--- src/rtl/ecall_display_ctrl_pkg.sv ---
// Shared types and constants for the print-integer display controller.
package ecall_display_ctrl_pkg;

  // Conversion sequencer states
  typedef enum logic [1:0] {
    ST_IDLE = 2'd0,
    ST_CONV = 2'd1,
    ST_DONE = 2'd2
  } state_t;

  localparam int DIGITS = 8;
  localparam int BCD_W  = 40;  // ten BCD digits cover the full 32-bit magnitude

  // Active-high segment code with every segment (and dp) off
  localparam logic [7:0] SEG_BLANK = 8'h00;

  // Active-high glyph for a hex nibble, bit order {dp,g,f,e,d,c,b,a}
  function automatic logic [7:0] glyph(input logic [3:0] nib);
    logic [7:0] code;
    code = SEG_BLANK;
    case (nib)
      4'h0: code = 8'h3F;
      4'h1: code = 8'h06;
      4'h2: code = 8'h5B;
      4'h3: code = 8'h4F;
      4'h4: code = 8'h66;
      4'h5: code = 8'h6D;
      4'h6: code = 8'h7D;
      4'h7: code = 8'h07;
      4'h8: code = 8'h7F;
      4'h9: code = 8'h6F;
      4'hA: code = 8'h77;
      4'hB: code = 8'h7C;
      4'hC: code = 8'h39;
      4'hD: code = 8'h5E;
      4'hE: code = 8'h79;
      4'hF: code = 8'h71;
      default: code = SEG_BLANK;
    endcase
    return code;
  endfunction

  // Double-dabble correction: add 3 to every BCD nibble that is 5 or more
  function automatic logic [BCD_W-1:0] dabble_adjust(input logic [BCD_W-1:0] bcd);
    logic [BCD_W-1:0] res;
    res = bcd;
    for (int i = 0; i < BCD_W / 4; i++) begin
      if (bcd[4*i +: 4] >= 4'd5) res[4*i +: 4] = bcd[4*i +: 4] + 4'd3;
    end
    return res;
  endfunction

endpackage

--- src/rtl/ecall_display_ctrl_seg7_encoder.sv ---
// Nibble to active-high 7-segment code; blank forces all segments off.
module seg7_encoder
  import ecall_display_ctrl_pkg::*;
(
  input  logic [3:0] nibble,
  input  logic       blank,
  output logic [7:0] seg
);

  // Glyph lookup, decimal point never lit
  always_comb begin
    seg = SEG_BLANK;
    if (!blank) seg = glyph(nibble);
  end

endmodule

--- src/rtl/ecall_display_ctrl.sv ---
// Print-integer ecall display: double-dabble BCD conversion of a0 and
// multiplexed 8-digit 7-segment scan with sign/overflow LEDs.
//
// Handshake: io_out is a level request, not a valid/ready pair. A conversion
// starts from IDLE whenever io_out is high and a0_data differs from the value
// currently shown; busy is high from the start edge until the commit edge, and
// a0_data is only re-sampled once the FSM is back in IDLE.
module ecall_display_ctrl
  import ecall_display_ctrl_pkg::*;
#(
  parameter int CLK_HZ      = 100_000_000,
  parameter int SCAN_HZ     = 1_000,
  parameter bit SEG_ACT_LOW = 1'b1
) (
  input  logic        clk,
  input  logic        reset,
  input  logic        io_out,
  input  logic [31:0] a0_data,
  input  logic        hex_mode,
  output logic [7:0]  seg_an,
  output logic [7:0]  seg_cat,
  output logic        neg_led,
  output logic        ovf_led,
  output logic        busy
);

  localparam int DIV_RAW = CLK_HZ / (SCAN_HZ * DIGITS);
  localparam int DIV     = (DIV_RAW < 1) ? 1 : DIV_RAW;
  localparam int PRE_W   = (DIV > 1) ? $clog2(DIV) : 1;
  localparam logic [PRE_W-1:0] PRE_LAST = PRE_W'(DIV - 1);
  localparam logic [7:0] POL = {8{SEG_ACT_LOW}};

  state_t            state;
  state_t            state_next;
  logic              start;
  logic [31:0]       shown_val;
  logic [31:0]       mag;
  logic [BCD_W-1:0]  bcd;
  logic [BCD_W-1:0]  bcd_adj;
  logic [5:0]        cnt;
  logic [31:0]       disp_bcd;
  logic              neg_q;
  logic              ovf_q;
  logic [PRE_W-1:0]  pre_cnt;
  logic [2:0]        digit_idx;
  logic [2:0]        digit_next;
  logic              scan_wrap;
  logic [31:0]       hex_sh;
  logic [31:0]       dec_sh;
  logic [3:0]        nib;
  logic              blank;
  logic [7:0]        seg_code;

  assign start   = (state == ST_IDLE) && io_out && (a0_data != shown_val);
  assign bcd_adj = dabble_adjust(bcd);

  // FSM state register
  always_ff @(posedge clk or posedge reset) begin
    if (reset) state <= ST_IDLE;
    else       state <= state_next;
  end

  // FSM next state: 32 shifts in CONV, one commit cycle in DONE
  always_comb begin
    state_next = state;
    case (state)
      ST_IDLE: if (start) state_next = ST_CONV;
      ST_CONV: if (cnt == 6'd31) state_next = ST_DONE;
      ST_DONE: state_next = ST_IDLE;
      default: state_next = ST_IDLE;
    endcase
  end

  // Conversion datapath and committed display registers
  always_ff @(posedge clk or posedge reset) begin
    if (reset) begin
      shown_val <= '0;
      mag       <= '0;
      bcd       <= '0;
      cnt       <= '0;
      busy      <= 1'b0;
      disp_bcd  <= '0;
      neg_q     <= 1'b0;
      ovf_q     <= 1'b0;
    end else begin
      case (state)
        ST_IDLE: begin
          if (start) begin
            shown_val <= a0_data;
            // 0x8000_0000 negates to itself, which is the correct unsigned magnitude
            mag       <= a0_data[31] ? (32'd0 - a0_data) : a0_data;
            bcd       <= '0;
            cnt       <= '0;
            busy      <= 1'b1;
          end
        end
        ST_CONV: begin
          {bcd, mag} <= {bcd_adj, mag} << 1;
          cnt        <= cnt + 6'd1;
        end
        ST_DONE: begin
          disp_bcd <= bcd[31:0];
          neg_q    <= shown_val[31];
          ovf_q    <= |bcd[BCD_W-1:32];
          busy     <= 1'b0;
        end
        default: ;
      endcase
    end
  end

  assign scan_wrap  = (pre_cnt == PRE_LAST);
  assign digit_next = digit_idx + 3'd1;

  // Scan prescaler and digit index
  always_ff @(posedge clk or posedge reset) begin
    if (reset) begin
      pre_cnt   <= '0;
      digit_idx <= '0;
    end else if (scan_wrap) begin
      pre_cnt   <= '0;
      digit_idx <= digit_next;
    end else begin
      pre_cnt   <= pre_cnt + PRE_W'(1);
    end
  end

  // Select the nibble for the digit about to be shown, with leading-zero blanking
  always_comb begin
    hex_sh = shown_val >> {digit_next, 2'b00};
    dec_sh = disp_bcd >> {digit_next, 2'b00};
    nib    = dec_sh[3:0];
    blank  = (digit_next != 3'd0) && (dec_sh == 32'd0);
    if (hex_mode) begin
      nib   = hex_sh[3:0];
      blank = 1'b0;
    end
  end

  seg7_encoder u_enc (
    .nibble (nib),
    .blank  (blank),
    .seg    (seg_code)
  );

  // Registered, polarity-adjusted anode and cathode outputs
  always_ff @(posedge clk or posedge reset) begin
    if (reset) begin
      seg_an  <= POL;
      seg_cat <= SEG_BLANK ^ POL;
    end else if (scan_wrap) begin
      seg_an  <= (8'b1 << digit_next) ^ POL;
      seg_cat <= seg_code ^ POL;
    end
  end

  assign neg_led = neg_q & ~hex_mode;
  assign ovf_led = ovf_q & ~hex_mode;

endmodule

--- config.mk ---
export PLATFORM = sky130hd
export DESIGN_NAME = ecall_display_ctrl
export DESIGN_NICKNAME = d
export VERILOG_FILES = /design/src/rtl/ecall_display_ctrl_pkg.sv /design/src/rtl/ecall_display_ctrl_seg7_encoder.sv /design/src/rtl/ecall_display_ctrl.sv
export SDC_FILE = /design/constraint.sdc
export NUM_CORES = 1
export LEC_CHECK = 0
export BUFFER_PORTS_ARGS = -buffer_cell sky130_fd_sc_hd__buf_4
export CORE_MARGIN = 2
export CORE_UTILIZATION = 55
export DETAILED_ROUTE_END_ITERATION = 10
export GPL_ROUTABILITY_DRIVEN = 0
export PLACE_DENSITY = 0.73
export SLEW_MARGIN = 10
export SYNTH_ARGS = -nofsm -noshare
export SYNTH_HDL_FRONTEND = slang
export SYNTH_HIERARCHICAL = 1
export SYNTH_SLANG_ARGS = --single-unit
--- constraint.sdc ---
create_clock -name clk -period 12.1 [get_ports clk]
set_input_delay 0 -clock clk [delete_from_list [all_inputs] [get_ports clk]]
set_output_delay 0 -clock clk [all_outputs]
set_load 0.05 [all_outputs]
==> impl_results.md, run 1 <==
- Status: finished clean
- Setup Skew: 0.00785 ns
- Worst-path clk slew: 0.07 ns
- Final setup fails: 0
- Period utilisation layout: 0.388
- Asr flop ratio synth: 1.00
- Setup bufs post-CTS: 0
- Mean area per synthesized cell: 10.7 µm²
- Min Clock Period, post-route: 4.69 ns
- Layout area overhead: 14.8%
- Synth Cell Area: 0.0101 mm²
- Total track usage: 0.246
- Max-Cap Viols: 0
- Initial DRC count: 618
- Initial antenna violation count: 0
- Hold_ws: 0.133 ns
- Initial Util: 0.561
- Leakage: 5.13 nW
- Net Count, Synth: 1,016
- RSZ-0062 raised after global routing: no
- Routed wire length: 23.1 mm
- Die Y: 140 µm
- TNS Setup: 0 ns
- Die Width: 140 µm
- Ys Warns: 6
- Fin nets: 1,069
- CTS tree: yes
- Pins Over Slew Limit: 0
- Clock buffer depth: 2
- HP Class: input pin to register
- Vias in the first global route: 7,448
- Final Power: 0.00129 W
- Required @ worst endpoint: 12.46 ns
- Avg WL per Cell: 18.6 µm
- DR vias: 7,479
- Largest net degree at the start of global routing: 95
- Via-per-instance ratio: 6.04
- Layout cells sized above 1: 0.205
- Final Hold Viols: 0
- PostCTS Resize Cnt: 0
- Post-route antenna net violation count: 0
- Clk Latency, worst-skew pair: 0.43 ns
- Synth Flop Type: dfrtp_1
- WP data arrival: 5.05 ns
- Core area: 0.0180 mm²
- Fin worst setup slack: 7.41 ns
- H-tree levels: 4
- DRT Pass-1 Iters: 5
- #FFs+latches synth: 180
- Place WS: 7.44 ns
- Rel. slew slack: 0.219
- Full die area: 0.0195 mm²
- First-pass GRT wire length: 38.7 mm
- Gate Count Post-Synth: 944
- Post-synth EDFFs: 0
- CP Max Fanout: 26
- I/O Buffers: 54
- Crit. End Element: register
- TritonCTS Buffers: 17
- Sequential share of the synthesized area: 0.447
- GRT overflow: 0
- ANT cells: 0
- PwrDens: 111 mW/mm²
- Hpwl dp: 15.4 mm
- Max VDD drop: 0.161 mV
- Crit start category: register
- CTS Root Cell: clkbuf_16
- Measured slew at the worst slew-check pin: 1.14 ns
- # rows: 49
- Max Clk Rate: 213 MHz
- CP Class: register to register
- Final Core Density: 0.644
- Post-route DRC: 0
- Num Clock Sinks: 180
- Unique masters post-synth: 64
- Top Ports: 55
[state kept, by name, summed over array words and instances, names as in the netlist, 2 cells and up]
name and flops:
pre_cnt 14, seg_an 8, digit_idx 3, seg_cat 8, disp_bcd 32, cnt 6
shown_val 32, bcd 40, mag 32, state 2
[cells by family (layout without fill, tap and decap cells)]
logic type	count (synthesis)	count (layout)	synth area share
AO/OA/AOI/OAI	202	202	0.133
XOR/XNOR	94	94	0.0814
adder cells (fa/ha/maj)	36	36	0.0445
buffers and inverters	94	160	0.0393
flip-flops	180	180	0.447
multiplexers	106	106	0.134
other	1	1	0.000371
AND/OR/NAND/NOR	231	231	0.120
[metal layers]
metal,track usage,wire (µm)
met3,0.0475,1010
met5,0,0
met1,0.327,10000
met4,0.0800,524
met2,0.410,11500
[per-stage QoR]
| stage | area (µm²) | instances |
|---|---|---|
| after floorplan | 10100 | 944 |
| after global placement | 10600 | 1175 |
| after detailed placement | 10600 | 1175 |
| after CTS | 11600 | 1239 |
| after global routing | 11600 | 1239 |
| final | 11600 | 1239 |
[critical path: stages, from the launching register on]
cell and delay [ns]:
dfrtp_1 0.98, inv_1 0.29, ha_1 1.09, mux4_2 0.61, and2_1 0.17, a211oi_1 0.31
nand4_1 0.13, nor3_1 0.62, a31o_2 0.20, a21oi_1 0.04, a21oi_1 0.18
[cell usage in the layout, fill, tap and decap left out, drive strengths merged, types with 4 or more instances in the layout]
master / Yosys / layout
dfrtp: 164 / 164
nand2b: 13 / 13
mux2i: 22 / 22
or3: 13 / 13
a31oi: 11 / 11
a22o: 9 / 9
clkbuf: 31 / 18
o22ai: 24 / 24
nor2: 47 / 47
nor2b: 9 / 9
and2: 14 / 14
nor4: 14 / 14
buf: 29 / 62
nor3b: 5 / 5
a21o: 8 / 8
a22oi: 9 / 9
bufinv: 0 / 5
nand4: 11 / 11
or4: 4 / 4
o32ai: 5 / 5
mux2: 67 / 67
inv: 34 / 39
ha: 36 / 36
a211oi: 13 / 13
o21ai: 43 / 43
mux4: 17 / 17
a32o: 10 / 10
a21oi: 43 / 43
nand2: 63 / 63
xor2: 25 / 25
nor3: 8 / 8
o31ai: 7 / 7
nand3: 20 / 20
dlygate4sd3: 0 / 32
dfstp: 16 / 16
xnor2: 69 / 69
[worst paths after layout]
kind / from / endpoint / slack, ns / cells after the start
setup / recovery: digit_idx[0] / seg_cat[1] / 7.41 / 10
hold / removal: a0_data[31] / shown_val[31] / 0.13 / 2
setup reg to reg: digit_idx[0] / seg_cat[1] / 7.41 / 10
hold reg to reg: seg_cat[7] / seg_cat[7] / 0.47 / 2
max in group asynchronous: reset / shown_val[21] / 10.70 / 4
min in group asynchronous: reset / pre_cnt[3] / 0.28 / 3
[cell usage after synthesis, types with 20 or more instances]
library cell | instances | area share
a21oi_1 | 43 | 0.021
buf_2 | 21 | 0.010
clkbuf_1 | 31 | 0.012
dfrtp_1 | 164 | 0.41
ha_1 | 36 | 0.045
inv_1 | 34 | 0.013
mux2_2 | 67 | 0.075
mux2i_1 | 22 | 0.022
nand2_1 | 63 | 0.023
nand3_1 | 20 | 0.0099
nor2_1 | 47 | 0.017
o21ai_0 | 42 | 0.021
o22ai_1 | 24 | 0.015
xnor2_1 | 69 | 0.060
xor2_1 | 25 | 0.022
[power by group]
| group | switching, W | internal, W |
|---|---|---|
| Clock | 0.000246 | 0.000370 |
| Sequential | 0 | 0.000602 |
| Combinational | 0.0000413 | 0.0000288 |
| Total | 0.000287 | 0.00100 |
[area by class of cell]
class                   instances  area, µm²
clock buffers                  18        429
multi-input cells             670       5230
repair buffers                 94        786
inverters                      34        133
flip-flops and latches        180       4520
fillers                      1393       6410
well taps                     229        287
clock inverters                14        223
[repair_timing]
| item | 4_1_cts | 5_1_grt |
|---|---|---|
| hold buffers | 32 | 0 |
| endpoints found under the setup margin | 0 | 0 |
| endpoints found under the hold margin | 138 | 0 |
No activity file was read; power rests on OpenSTA's default activity.
==> run 2: changes to the inputs <==
==> constraint.sdc (replaced) <==
create_clock -name clk -period 4.7 [get_ports clk]
set_input_delay 0 -clock clk [delete_from_list [all_inputs] [get_ports clk]]
set_output_delay 0 -clock clk [all_outputs]
set_load 0.05 [all_outputs]
==> run 2 against run 1 <==
Effect of this change:
- global-route usage is 0.22 points higher
- die area stayed put
- combinational power rose to 2.6 times the previous value
- hold slack gained 0.0016 ns
- design area shrank 0.60%
- clock-buffer cell count up 2
- via count decreased by 0.33%
- critical path type unchanged
- largest power group is now sequential cells
- highest routed layer unchanged
==> impl_results.md, run 2 (synthesis results as in run 1) <==
- P_sw: 0.000718 W
- Die Width: 140 µm
- Clock buffer depth: 2
- Core area: 0.0180 mm²
- Met3 Resource Use GR: 0.0582
- Max-Cap Viols: 0
- Most flop-heavy register: bcd
- Status: finished clean
- Flop pwr share: 0.500
- Worst-path clk slew: 0.07 ns
- Fin nets: 1,070
- # rows: 49
- Layout cells sized above 1: 0.205
- First-pass GRT wire length: 38.7 mm
- Worst path slowest cell: ha_1
- Crit start category: register
- Initial Util: 0.561
- DRT Pass-1 Iters: 5
- Power share of the clock group: 0.441
- Measured slew at the worst slew-check pin: 1.12 ns
- HP Class: input pin to register
- Most used cell, CP: a21oi_1
- Die Y: 140 µm
- Required @ worst endpoint: 5.06 ns
- Pins Over Slew Limit: 0
- I/O Buffers: 54
- CP Max Fanout: 26
- Final Power: 0.00310 W
- Full die area: 0.0195 mm²
- RSZ-0062 raised after global routing: no
- Layout area overhead: 14.1%
- Top Ports: 55
- Hpwl dp: 15.7 mm
- Comb pwr share: 0.059
- Fin worst setup slack: 0.640 ns
- GRT overflow: 0
- Num Clock Sinks: 180
- CTS Root Cell: clkbuf_16
- Most frequent cells in the layout: dfrtp_1 (164), xnor2_1 (69), mux2_2 (67), nand2_1 (63), buf_4 (62)
- Clk Latency, worst-skew pair: 0.43 ns
- Register area: 0.00452 mm²
- Most common cell after layout, fill and taps aside: dfrtp_1
- TritonCTS Buffers: 17
- Initial DRC count: 612
- Routed wire length: 23.3 mm
- Max Clk Rate: 246 MHz
- Total track usage: 0.248
- Final Core Density: 0.640
- Avg WL per Cell: 18.8 µm
- Place WS: 0.709 ns
- Period utilisation layout: 0.864
- CP cell instances: buf_4 -> inv_1 -> ha_1 -> mux4_2 -> and2_1 -> a211oi_1 -> nand4_1 -> nor3_1 -> a31o_2 -> a21oi_1 -> a21oi_1
- M1 GR Usage: 0.321
- Setup Skew: 0.00856 ns
- Min Clock Period, post-route: 4.06 ns
- Post-route DRC: 0
- CTS tree: yes
- Via-per-instance ratio: 6.01
- CP peak stage delay: 0.92 ns
- Initial antenna violation count: 1
- Final setup fails: 0
- Internal Pwr Total: 0.00238 W
- DR vias: 7,454
- Largest net degree at the start of global routing: 146
- WP data arrival: 4.42 ns
- Sw Share: 0.232
- H-tree levels: 4
- FILL cells: 1,450
- Vias in the first global route: 7,530
- Multi-input logic area: 0.00523 mm²
- PwrDens: 268 mW/mm²
- Busiest layer in global routing: met2
- Crit. End Element: register
- Final Hold Viols: 0
- Rel. slew slack: 0.233
- Max VDD drop: 0.272 mV
- Post-route antenna net violation count: 0
- Max reg flops: 40
- Leakage: 5.08 nW
- TNS Setup: 0 ns
- Grt met2 use: 0.413
- CP Class: register to register
==> run 2: power groups by stage <==
stage | Combinational, W | Clock [W] | Sequential [W]
after floorplan | 0.0000949 | 0 | 0.00158
after global placement | 0.000159 | 0 | 0.00158
after detailed placement | 0.000160 | 0 | 0.00158
after CTS | 0.000181 | 0.00139 | 0.00155
after global routing | 0.000198 | 0.00145 | 0.00155
final | 0.000182 | 0.00137 | 0.00155
==> run 2: per-stage QoR <==
stage / area, µm² / instances / hold WS [ns]
6_report: 11500 / 1240 / 0.135
5_1_grt: 11500 / 1239 / 0.138
4_1_cts: 11500 / 1239 / 0.103
3_5_place_dp: 10700 / 1176 / 0.196
3_3_place_gp: 10700 / 1176 / 0.190
2_1_floorplan: 10100 / 944 / 0.140
==> run 2: final cells by class <==
class | count | area share
Multi-Input combinational cell | 670 | 0.453
Sequential cell | 180 | 0.392
Timing Repair Buffer | 95 | 0.0698
Clock buffer | 20 | 0.0396
Tap cell | 229 | 0.0248
Inverter | 34 | 0.0114
Clock inverter | 11 | 0.00900
Antenna cell | 1 | 0.000217
==> run 2: worst max-delay path: cells and delay by family (launching register included) <==
kind                       cells  cell delay, ns
AOI/OAI and AO/OA              4            0.75
adders and majority gates      1            0.92
buffers and inverters          2            0.48
DFF                            1            0.32
muxes                          1            0.60
and+or+nand+nor                3            0.93
==> run 2: worst paths after layout <==
check	start	end	slack (ns)	depth (start not counted)
worst max-delay path	digit_idx[0]	seg_cat[1]	0.64	11
worst min-delay path	a0_data[31]	shown_val[31]	0.13	2
worst max register to register	digit_idx[0]	seg_cat[1]	0.64	11
worst min register to register	seg_cat[7]	seg_cat[7]	0.47	2
max in group asynchronous	reset	cnt[1]	3.20	4
min in group asynchronous	reset	pre_cnt[2]	0.27	3
==> run 2: routing by layer <==
| layer | part of all wire | vias up | routed length [µm] |
|---|---|---|---|
| met5 | 0 | - | 0 |
| met1 | 0.43 | 3683 | 10000 |
| met2 | 0.49 | 222 | 11500 |
| met4 | 0.028 | 0 | 644 |
| li1 | - | 3504 | - |
| met3 | 0.048 | 45 | 1110 |
==> run 2: what timing repair did <==
action | 4_1_cts | 5_1_grt
setup buffers | 0 | 0
resized for setup | 0 | 0
endpoints found under the hold margin | 77 | 0
hold buffers | 32 | 0
==> run 3: changes to the inputs <==
--- a/config.mk
+++ b/config.mk
@@ -7,12 +7,13 @@
 export LEC_CHECK = 0
 export BUFFER_PORTS_ARGS = -buffer_cell sky130_fd_sc_hd__buf_4
 export CORE_MARGIN = 2
-export CORE_UTILIZATION = 55
+export CORE_UTILIZATION = 25
+export CTS_BUF_LIST = sky130_fd_sc_hd__clkbuf_4
 export DETAILED_ROUTE_END_ITERATION = 10
 export GPL_ROUTABILITY_DRIVEN = 0
-export PLACE_DENSITY = 0.73
 export SLEW_MARGIN = 10
 export SYNTH_ARGS = -nofsm -noshare
 export SYNTH_HDL_FRONTEND = slang
 export SYNTH_HIERARCHICAL = 1
 export SYNTH_SLANG_ARGS = --single-unit
+export TNS_END_PERCENT = 100
==> run 3 against run 2 <==
Effect of this change:
- worst setup slack better by 0.23 ns
- clock skew up 0.015 ns
- first-iteration DRC count up 0.33%
- total power down 17%
- die area up 120%
- clock power down 38%
- non-clock buffer count unchanged
- critical endpoint is now seg_cat[6]
- largest power group unchanged
- sequential share of layout area down 0.30 points
==> impl_results.md, run 3 (synthesis results as in run 1) <==
- Routed wire length: 23.7 mm
- I/O Buffers: 54
- Layout cells sized above 1: 0.202
- DR WL met2: 11.4 mm
- Layout area overhead: 15.0%
- Rel. slew slack: 0.232
- Most common cell after layout, fill and taps aside: dfrtp_1
- Num Clock Sinks: 180
- CTS Root Cell: clkbuf_4
- Max Clk Rate: 261 MHz
- CP Class: register to register
- Vias in the first global route: 7,290
- Largest net degree at the start of global routing: 181
- Metal-1 WL: 11.0 mm
- GRT overflow: 0
- Met3 wire len: 947 µm
- HP Class: input pin to register
- Max-Cap Viols: 0
- CTS tree: yes
- DRT Pass-1 Iters: 5
- Avg WL per Cell: 15.4 µm
- Max reg flops: 40
- Initial DRC count: 614
- H-tree levels: 4
- Required @ worst endpoint: 5.19 ns
- Placed Area: 0.0110 mm²
- Via-per-instance ratio: 4.82
- Crit start category: register
- Initial Util: 0.254
- Full die area: 0.0421 mm²
- Pins Over Slew Limit: 0
- CP Max Fanout: 25
- Final Hold Viols: 0
- Crit. End Element: register
- RSZ-0062 raised after global routing: no
- Period utilisation layout: 0.814
- Most frequent cells in the layout: dfrtp_1 (164), xnor2_1 (69), mux2_2 (67), nand2_1 (63), buf_4 (60)
- Max VDD drop: 0.182 mV
- Hpwl dp: 16.2 mm
- Final Power: 0.00258 W
- Clock buffer depth: 2
- PwrDens: 222 mW/mm²
- First-pass GRT wire length: 39.4 mm
- TNS Setup: 0 ns
- Leakage: 4.96 nW
- Clk Latency, worst-skew pair: 0.57 ns
- Setup Skew: 0.0234 ns
- Measured slew at the worst slew-check pin: 1.15 ns
- Post-route antenna net violation count: 0
- TritonCTS Buffers: 17
- Fin area: 0.0116 mm²
- Top sig layer: met4
- Min Clock Period, post-route: 3.83 ns
- Status: finished clean
- Die Y: 205 µm
- Total track usage: 0.117
- WP data arrival: 4.32 ns
- Worst-path clk slew: 0.15 ns
- Core area: 0.0398 mm²
- Final setup fails: 0
- Initial antenna violation count: 0
- ANT cells: 0
- Most flop-heavy register: bcd
- Top Ports: 55
- Fin nets: 1,070
- # rows: 73
- Post-route DRC: 0
- DR vias: 7,402
- Die Width: 205 µm
run 3: final timing paths:
| kind | endpoint | depth (start not counted) | slack [ns] | startpoint |
|---|---|---|---|---|
| hold / removal | seg_cat[3] | 6 | 0.07 | hex_mode |
| setup reg to reg | seg_cat[6] | 8 | 0.87 | digit_idx[0] |
| setup / recovery | seg_cat[6] | 8 | 0.87 | digit_idx[0] |
| hold reg to reg | seg_cat[7] | 2 | 0.49 | seg_cat[7] |
| min in group asynchronous | bcd[23] | 4 | 0.27 | reset |
| max in group asynchronous | shown_val[11] | 4 | 3.71 | reset |
run 3: final cells by class:
cell class / count / area (µm²)
repair buffers: 95 / 821
multi-input cells: 670 / 5230
clock inverters: 15 / 140
well taps: 525 / 657
inverters: 34 / 131
flip-flops and latches: 180 / 4520
fillers: 4193 / 28200
clock buffers: 17 / 128
run 3: layer usage:
| layer | vias to the layer above | GRT usage |
|---|---|---|
| met3 | 21 | 0.0248 |
| met1 | 3729 | 0.158 |
| met2 | 146 | 0.191 |
| met4 | 0 | 0.0280 |
| met5 | - | 0 |
| li1 | 3506 | - |
run 3: worst max-delay path, stage by stage (launching register included):
cell	delay [ns]
dfrtp_1	0.37
buf_4	0.30
ha_1	0.27
xor2_1	0.91
mux2i_1	0.19
mux2i_1	0.89
mux2_2	0.42
a211oi_1	0.27
a21oi_1	0.11
run 3: timing repair:
action,4_1_cts,5_1_grt
buffers inserted,0,0
resized for setup,0,0
hold buffers,33,0
endpoints found under the setup margin,0,0
endpoints found under the hold margin,228,0
run 3: report_power, final:
part / leakage (nW) / switching (W) / internal [W]
combinational: 2.47 / 0.000108 / 0.0000753
sequential: 2.35 / 0 / 0.00155
clock: 0.142 / 0.000542 / 0.000309
total: 4.96 / 0.000650 / 0.00193
run 3: stage by stage:
| stage | std cells | hold WS, ns | util | worst slack [ns] |
|---|---|---|---|---|
| after floorplan | 944 | 0.140 | - | 1.42 |
| after global placement | 1471 | 0.290 | 0.277 | 1.08 |
| after detailed placement | 1471 | 0.297 | 0.277 | 0.904 |
| after CTS | 1536 | 0.00330 | 0.292 | 0.855 |
| after global routing | 1536 | 0.109 | 0.292 | 0.480 |
| final | 1536 | 0.0683 | 0.292 | 0.873 |
